$ cat config.mk
export PLATFORM = sky130hd
export DESIGN_NAME = pipeline_ctrl
export DESIGN_NICKNAME = d
export VERILOG_FILES = /design/src/rtl/pipeline_ctrl_pkg.sv /design/src/rtl/pipeline_ctrl_hazard_detect.sv /design/src/rtl/pipeline_ctrl.sv
export SDC_FILE = /design/constraint.sdc
export NUM_CORES = 1
export LEC_CHECK = 0
export BUFFER_PORTS_ARGS = -buffer_cell sky130_fd_sc_hd__buf_2
export CAP_MARGIN = 40
export CORE_ASPECT_RATIO = 1.5
export CORE_MARGIN = 5
export CORE_UTILIZATION = 54
export CTS_CLUSTER_SIZE = 28
export DETAILED_ROUTE_END_ITERATION = 12
export PLACE_DENSITY_LB_ADDON = 0.05
export RECOVER_POWER = 50
export SLEW_MARGIN = 40
export SYNTH_ARGS = -nofsm -noshare
export SYNTH_HDL_FRONTEND = slang
export SYNTH_SLANG_ARGS = --single-unit
$ cat constraint.sdc
create_clock -name clk -period 2.9 [get_ports clk]
set_input_delay 0.145 -clock clk [delete_from_list [all_inputs] [get_ports clk]]
set_output_delay 0.145 -clock clk [all_outputs]
set_load 0.02 [all_outputs]
$ cat src/rtl/pipeline_ctrl_pkg.sv
// Shared types and constants for the pipeline hazard/halt controller.
// Imported by the top and by the load-use hazard detector.
package pipeline_ctrl_pkg;

  typedef enum logic [1:0] {
    ST_RUN      = 2'd0,
    ST_MEM_WAIT = 2'd1,
    ST_DRAIN    = 2'd2,
    ST_HALTED   = 2'd3
  } ctrl_state_e;

  localparam int          DEFAULT_DRAIN_CYCLES = 2;
  localparam int          DRAIN_CNT_W          = 8;
  localparam logic [15:0] STALL_CNT_MAX        = 16'hFFFF;

endpackage

$ cat src/rtl/pipeline_ctrl_hazard_detect.sv
// Load-use hazard: the load in EX writes a register that the instruction in ID reads.
// Register 0 is hardwired to zero, so it never creates a dependency.
module hazard_detect
  import pipeline_ctrl_pkg::*;
(
  input  logic       mem_read,
  input  logic [4:0] dest_reg,
  input  logic [4:0] rs,
  input  logic [4:0] rt,
  output logic       load_use
);

  assign load_use = mem_read && (dest_reg != 5'd0) &&
                    ((dest_reg == rs) || (dest_reg == rt));

endmodule

$ cat src/rtl/pipeline_ctrl.sv
// Pipeline control: stall/flush generation for load-use, branch, jump, memory wait
// and halt, with a halt drain sequence and a saturating stall-cycle counter.
module pipeline_ctrl
  import pipeline_ctrl_pkg::*;
#(
  parameter int DRAIN_CYCLES = DEFAULT_DRAIN_CYCLES
) (
  input  logic        clk,
  input  logic        rst,
  input  logic [4:0]  rs_if_id,
  input  logic [4:0]  rt_if_id,
  input  logic        MemRead_id_ex,
  input  logic [4:0]  regfile_write_num_id_ex,
  input  logic        branch_taken_ex,
  input  logic [1:0]  Jump_id,
  input  logic        mem_req,
  input  logic        mem_ready,
  input  logic        halt_ex_mem,
  input  logic        resume,
  output logic        stall_pc,
  output logic        stall_if_id,
  output logic        stall_id_ex,
  output logic        stall_ex_mem,
  output logic        flush_if_id,
  output logic        flush_id_ex,
  output logic        halted,
  output logic [1:0]  state,
  output logic [15:0] stall_cycles
);

  localparam logic [DRAIN_CNT_W-1:0] DRAIN_LOAD = DRAIN_CNT_W'(DRAIN_CYCLES - 1);

  ctrl_state_e            state_q, state_d;
  logic [DRAIN_CNT_W-1:0] drain_cnt_q, drain_cnt_d;
  logic [15:0]            stall_cycles_q, stall_cycles_d;
  logic                   load_use;

  hazard_detect u_hazard_detect (
    .mem_read (MemRead_id_ex),
    .dest_reg (regfile_write_num_id_ex),
    .rs       (rs_if_id),
    .rt       (rt_if_id),
    .load_use (load_use)
  );

  always_ff @(posedge clk or posedge rst) begin
    if (rst) begin
      state_q        <= ST_RUN;
      drain_cnt_q    <= '0;
      stall_cycles_q <= '0;
    end else begin
      state_q        <= state_d;
      drain_cnt_q    <= drain_cnt_d;
      stall_cycles_q <= stall_cycles_d;
    end
  end

  // Priority in RUN: memory stall, halt, branch, load-use, jump.
  always_comb begin
    state_d      = state_q;
    drain_cnt_d  = drain_cnt_q;
    stall_pc     = 1'b0;
    stall_if_id  = 1'b0;
    stall_id_ex  = 1'b0;
    stall_ex_mem = 1'b0;
    flush_if_id  = 1'b0;
    flush_id_ex  = 1'b0;
    halted       = 1'b0;
    case (state_q)
      ST_RUN: begin
        if (mem_req && !mem_ready) begin
          {stall_pc, stall_if_id, stall_id_ex, stall_ex_mem} = 4'b1111;
          state_d = ST_MEM_WAIT;
        end else if (halt_ex_mem) begin
          stall_pc    = 1'b1;
          flush_if_id = 1'b1;
          flush_id_ex = 1'b1;
          drain_cnt_d = DRAIN_LOAD;
          state_d     = ST_DRAIN;
        end else if (branch_taken_ex) begin
          flush_if_id = 1'b1;
          flush_id_ex = 1'b1;
        end else if (load_use) begin
          stall_pc    = 1'b1;
          stall_if_id = 1'b1;
          flush_id_ex = 1'b1;
        end else if (Jump_id != 2'd0) begin
          flush_if_id = 1'b1;
        end
      end
      ST_MEM_WAIT: begin
        if (mem_ready) begin
          state_d = ST_RUN;
        end else begin
          {stall_pc, stall_if_id, stall_id_ex, stall_ex_mem} = 4'b1111;
        end
      end
      ST_DRAIN: begin
        stall_pc    = 1'b1;
        flush_if_id = 1'b1;
        flush_id_ex = 1'b1;
        if (drain_cnt_q == '0) begin
          state_d = ST_HALTED;
        end else begin
          drain_cnt_d = drain_cnt_q - 1'b1;
        end
      end
      ST_HALTED: begin
        halted = 1'b1;
        {stall_pc, stall_if_id, stall_id_ex, stall_ex_mem} = 4'b1111;
        if (resume) begin
          state_d = ST_RUN;
        end
      end
      default: state_d = ST_RUN;
    endcase
  end

  // Only stalls while fetching or waiting on memory count as lost performance.
  always_comb begin
    stall_cycles_d = stall_cycles_q;
    if (stall_pc && ((state_q == ST_RUN) || (state_q == ST_MEM_WAIT)) &&
        (stall_cycles_q != STALL_CNT_MAX)) begin
      stall_cycles_d = stall_cycles_q + 16'd1;
    end
  end

  assign state        = state_q;
  assign stall_cycles = stall_cycles_q;

endmodule

==> run_results.csv <==
group,metric,value,unit
global_route,number_of_antenna_violations_at_the_first_check_in_global_routing,0,
finish,design.final.nets,242,
global_route,globalRouteTotalUtil,0.200,
finish,insertedDiodeCount,0,
clock_network,cts_htree_levels,1,
worst_setup_path,slowest_stage,"sky130_fd_sc_hd__or3_1",
logic_synthesis,synth-main-ff-cell,"sky130_fd_sc_hd__dfrtp_1",
placed_design,buffer_ports.inserted,49,
floorplan,design.portCount,50,
global_route,grt_max_degree,27,
clock_network,cts_resized,0,
detailed_routing,routed_via_density,5.43,
timing,timing.final.hold_violations,0,
logic_synthesis,synth.lib_cells_used.distinct,40,
timing,fin_skew,0.00378,ns
logic_synthesis,synth_fa_ha_area_frac,0.0241,
logic_synthesis,synth_top_cell_area_share,0.418,
flow_run,timing.max_cap.violations,0,
floorplan,design.core.area,2850,µm²
logic_synthesis,synth.cells.most_frequent,"26 x sky130_fd_sc_hd__dfrtp_1, 15 x sky130_fd_sc_hd__o21ai_0, 15 x sky130_fd_sc_hd__xnor2_1",
logic_synthesis,yosys_register_bits,26,
floorplan,die_w,53.9,µm
worst_setup_path,worstSetupStartpointType,"flop",
logic_synthesis,synth_async_sr_flop_share,1.00,
logic_synthesis,ys_warn_count,0,
timing,final_max_slew_viol_count,0,
finish,finish.utilization,0.665,
timing,timing.max_slew.rel_slack,0.348,
worst_setup_path,family_with_the_most_delay_on_the_worst_path,"simple AND/OR/NAND/NOR gates",
logic_synthesis,post_synthesis_instance_total,164,
timing,fmaxAchievable,452,MHz
logic_synthesis,synth-compound-area-share,0.150,
clock_network,cts_setup_buffers,0,
global_route,grt_pass1_wl,6120,µm
clock_network,tritoncts,"done",
worst_setup_path,cpPeakStageDelay,0.50,ns
worst_setup_path,crit_arrival,2.07,ns
placed_design,globalplace.congestion,0.848,
floorplan,core.rowCount,24,
logic_synthesis,synthesis.nets,192,
clock_network,cts_inserted_buffers,3,
floorplan,initial_utilization,0.546,
pwr,irDropWorstVdd,0.523,mV
clock_network,numClockSinks,26,
detailed_routing,detailedRoute.firstPassIterationCount,4,
timing,rsz0062_at_grt,"no",
logic_synthesis,synth_xor_xnor_area_share,0.141,
floorplan,die_h,75.8,µm
finish,final.fill_count,254,
logic_synthesis,synthesized_area_fraction_occupied_by_and_or_nand_nor_cells,0.222,
logic_synthesis,yosys-mux-area-fraction,0.00723,
worst_setup_path,critical_path_required,2.76,ns
logic_synthesis,combinational_family_with_the_most_area_after_synthesis,"simple AND/OR/NAND/NOR gates",
logic_synthesis,synth-seq-area-share,0.418,
logic_synthesis,synth.largest_area_cell,"sky130_fd_sc_hd__dfrtp_1",
pwr,power-per-cell-area,906,nW/µm²
timing,final.period_utilization,0.763,
logic_synthesis,synth.most_common_cell,"sky130_fd_sc_hd__dfrtp_1",
timing,final-setup-viol-count,0,
detailed_routing,route.vias.total,1369,
clock_network,clockRootBuffer,"sky130_fd_sc_hd__clkbuf_8",
timing,timing.final.crit_period,2.21,ns
global_route,gr-total-overflow,0,
pwr,leakagePower,0.894,nW
detailed_routing,post_drt_antenna_nets,0,
logic_synthesis,cells_taking_the_most_area_after_synthesis,"sky130_fd_sc_hd__dfrtp_1 42%, sky130_fd_sc_hd__xnor2_1 8.4%, sky130_fd_sc_hd__xor2_1 5.6%",
placed_design,dp.final_hpwl,2900,µm
worst_setup_path,crit_path_end_kind,"output pin",
worst_setup_path,crit_path_max_fanout,16,
detailed_routing,route.detailed.drc,0,
logic_synthesis,syn-cell-area,1560,µm²
logic_synthesis,syn-mean-instance-area,9.50,µm²
detailed_routing,initialDrtViolationCount,34,
clock_network,clk_transition_reported_paths,0.09,ns
clock_network,ctsLongestPathBuffers,2,
timing,whs,0.0796,ns
detailed_routing,wl_per_cell,14.5,µm
worst_setup_path,worst_setup_path_category,"flop to output pin",
worst_hold_path,hold_class,"input pin to flop",
status,status,"completed",
timing,final_sum_of_negative_setup_slack,0,ns
logic_synthesis,synth-edff-count,0,
worst_setup_path,path_cells,"or3_1, nor2_1, o31ai_4, a21boi_0, buf_2",
detailed_routing,postRouteWirelength,3650,µm
finish,drive_gt1_frac,0.239,
clock_network,clock_insertion_delay_at_the_later_pin_of_the_skew_report,0.27,ns
global_route,number_of_global_route_vias_before_repair,1422,
finish,layout-area-overhead-vs-synth,21.8,%
worst_setup_path,worst-path-buf-inv,1,
floorplan,floorplan.die_area,4080,µm²
timing,timing_worst_slew_pin_value,0.977,ns
state kept, by name, indices dropped and copies added (netlist names):
name          count
state             2
drain_cnt_q       8
stall_cycles     16
cell usage in the layout (no fill, tap or decap), types with 8 or more instances in the layout:
master / count
sky130_fd_sc_hd__inv_1: 8
sky130_fd_sc_hd__nor2_1: 12
sky130_fd_sc_hd__dfrtp_1: 26
sky130_fd_sc_hd__xor2_1: 10
sky130_fd_sc_hd__o21ai_0: 15
sky130_fd_sc_hd__and3_1: 9
sky130_fd_sc_hd__buf_2: 37
sky130_fd_sc_hd__clkbuf_1: 12
sky130_fd_sc_hd__nand2_1: 13
sky130_fd_sc_hd__xnor2_1: 15
sky130_fd_sc_hd__nand4_1: 8
worst reg2reg max path, cell delays in order, from the launching register on:
cell and delay (ns):
sky130_fd_sc_hd__dfrtp_1 0.43, sky130_fd_sc_hd__and4_1 0.24, sky130_fd_sc_hd__and3_1 0.23, sky130_fd_sc_hd__and4_1 0.25, sky130_fd_sc_hd__a31oi_4 0.41, sky130_fd_sc_hd__nand2_1 0.17
sky130_fd_sc_hd__mux2_2 0.30
through the flow:
step	power, mW	cells	area [µm²]	setup slack, ns
after detailed placement	1.44	247	1830	0.807
after global placement	1.41	247	1820	0.723
after floorplan	1.21	164	1560	0.893
after global routing	1.86	252	1900	0.560
after CTS	1.74	252	1910	0.684
final	1.72	252	1900	0.687
worst paths after layout:
path / from / cells after the start / endpoint / slack (ns)
setup / recovery: state[0] / 5 / stall_pc / 0.69
hold / removal: resume / 2 / state[0] / 0.08
setup reg to reg: stall_cycles[7] / 6 / stall_cycles[1] / 0.77
hold reg to reg: stall_cycles[3] / 1 / stall_cycles[3] / 0.51
max in group asynchronous: rst / 3 / drain_cnt_q[0] / 1.66
min in group asynchronous: rst / 3 / stall_cycles[2] / 0.64
routing by layer:
layer	part of all wire	global-route usage
met1	0.39	0.221
met2	0.58	0.373
met3	0.015	0.0294
met4	0.019	0.0767
met5	0	0
area by class of cell:
class,count,area [µm²],share of cell area
inverter,8,30.0,0.0158
clock inverter,1,30.0,0.0158
clock buffer,3,41.3,0.0218
sequential,26,651,0.343
tap,39,48.8,0.0257
timing repair buffer,50,240,0.127
multi-input combinational,125,856,0.451
power breakdown:
part,internal [mW],switching [mW]
registers,0.460,0.108
logic,0.319,0.536
clock network,0.185,0.111
logic make-up after synthesis:
| kind of cell | Yosys count |
|---|---|
| buffers and inverters | 13 |
| AND/OR/NAND/NOR | 64 |
| XOR/XNOR | 25 |
| multiplexers | 1 |
| flip-flops | 26 |
| adder cells (fa/ha/maj) | 3 |
| AO/OA/AOI/OAI | 32 |
repair_timing:
item / 4_1_cts / 5_1_grt
hold endpoints to repair: 26 / 0
hold buffers: 1 / 0
endpoints found under the setup margin: 0 / 0
No activity file was read; power rests on OpenSTA's default activity.
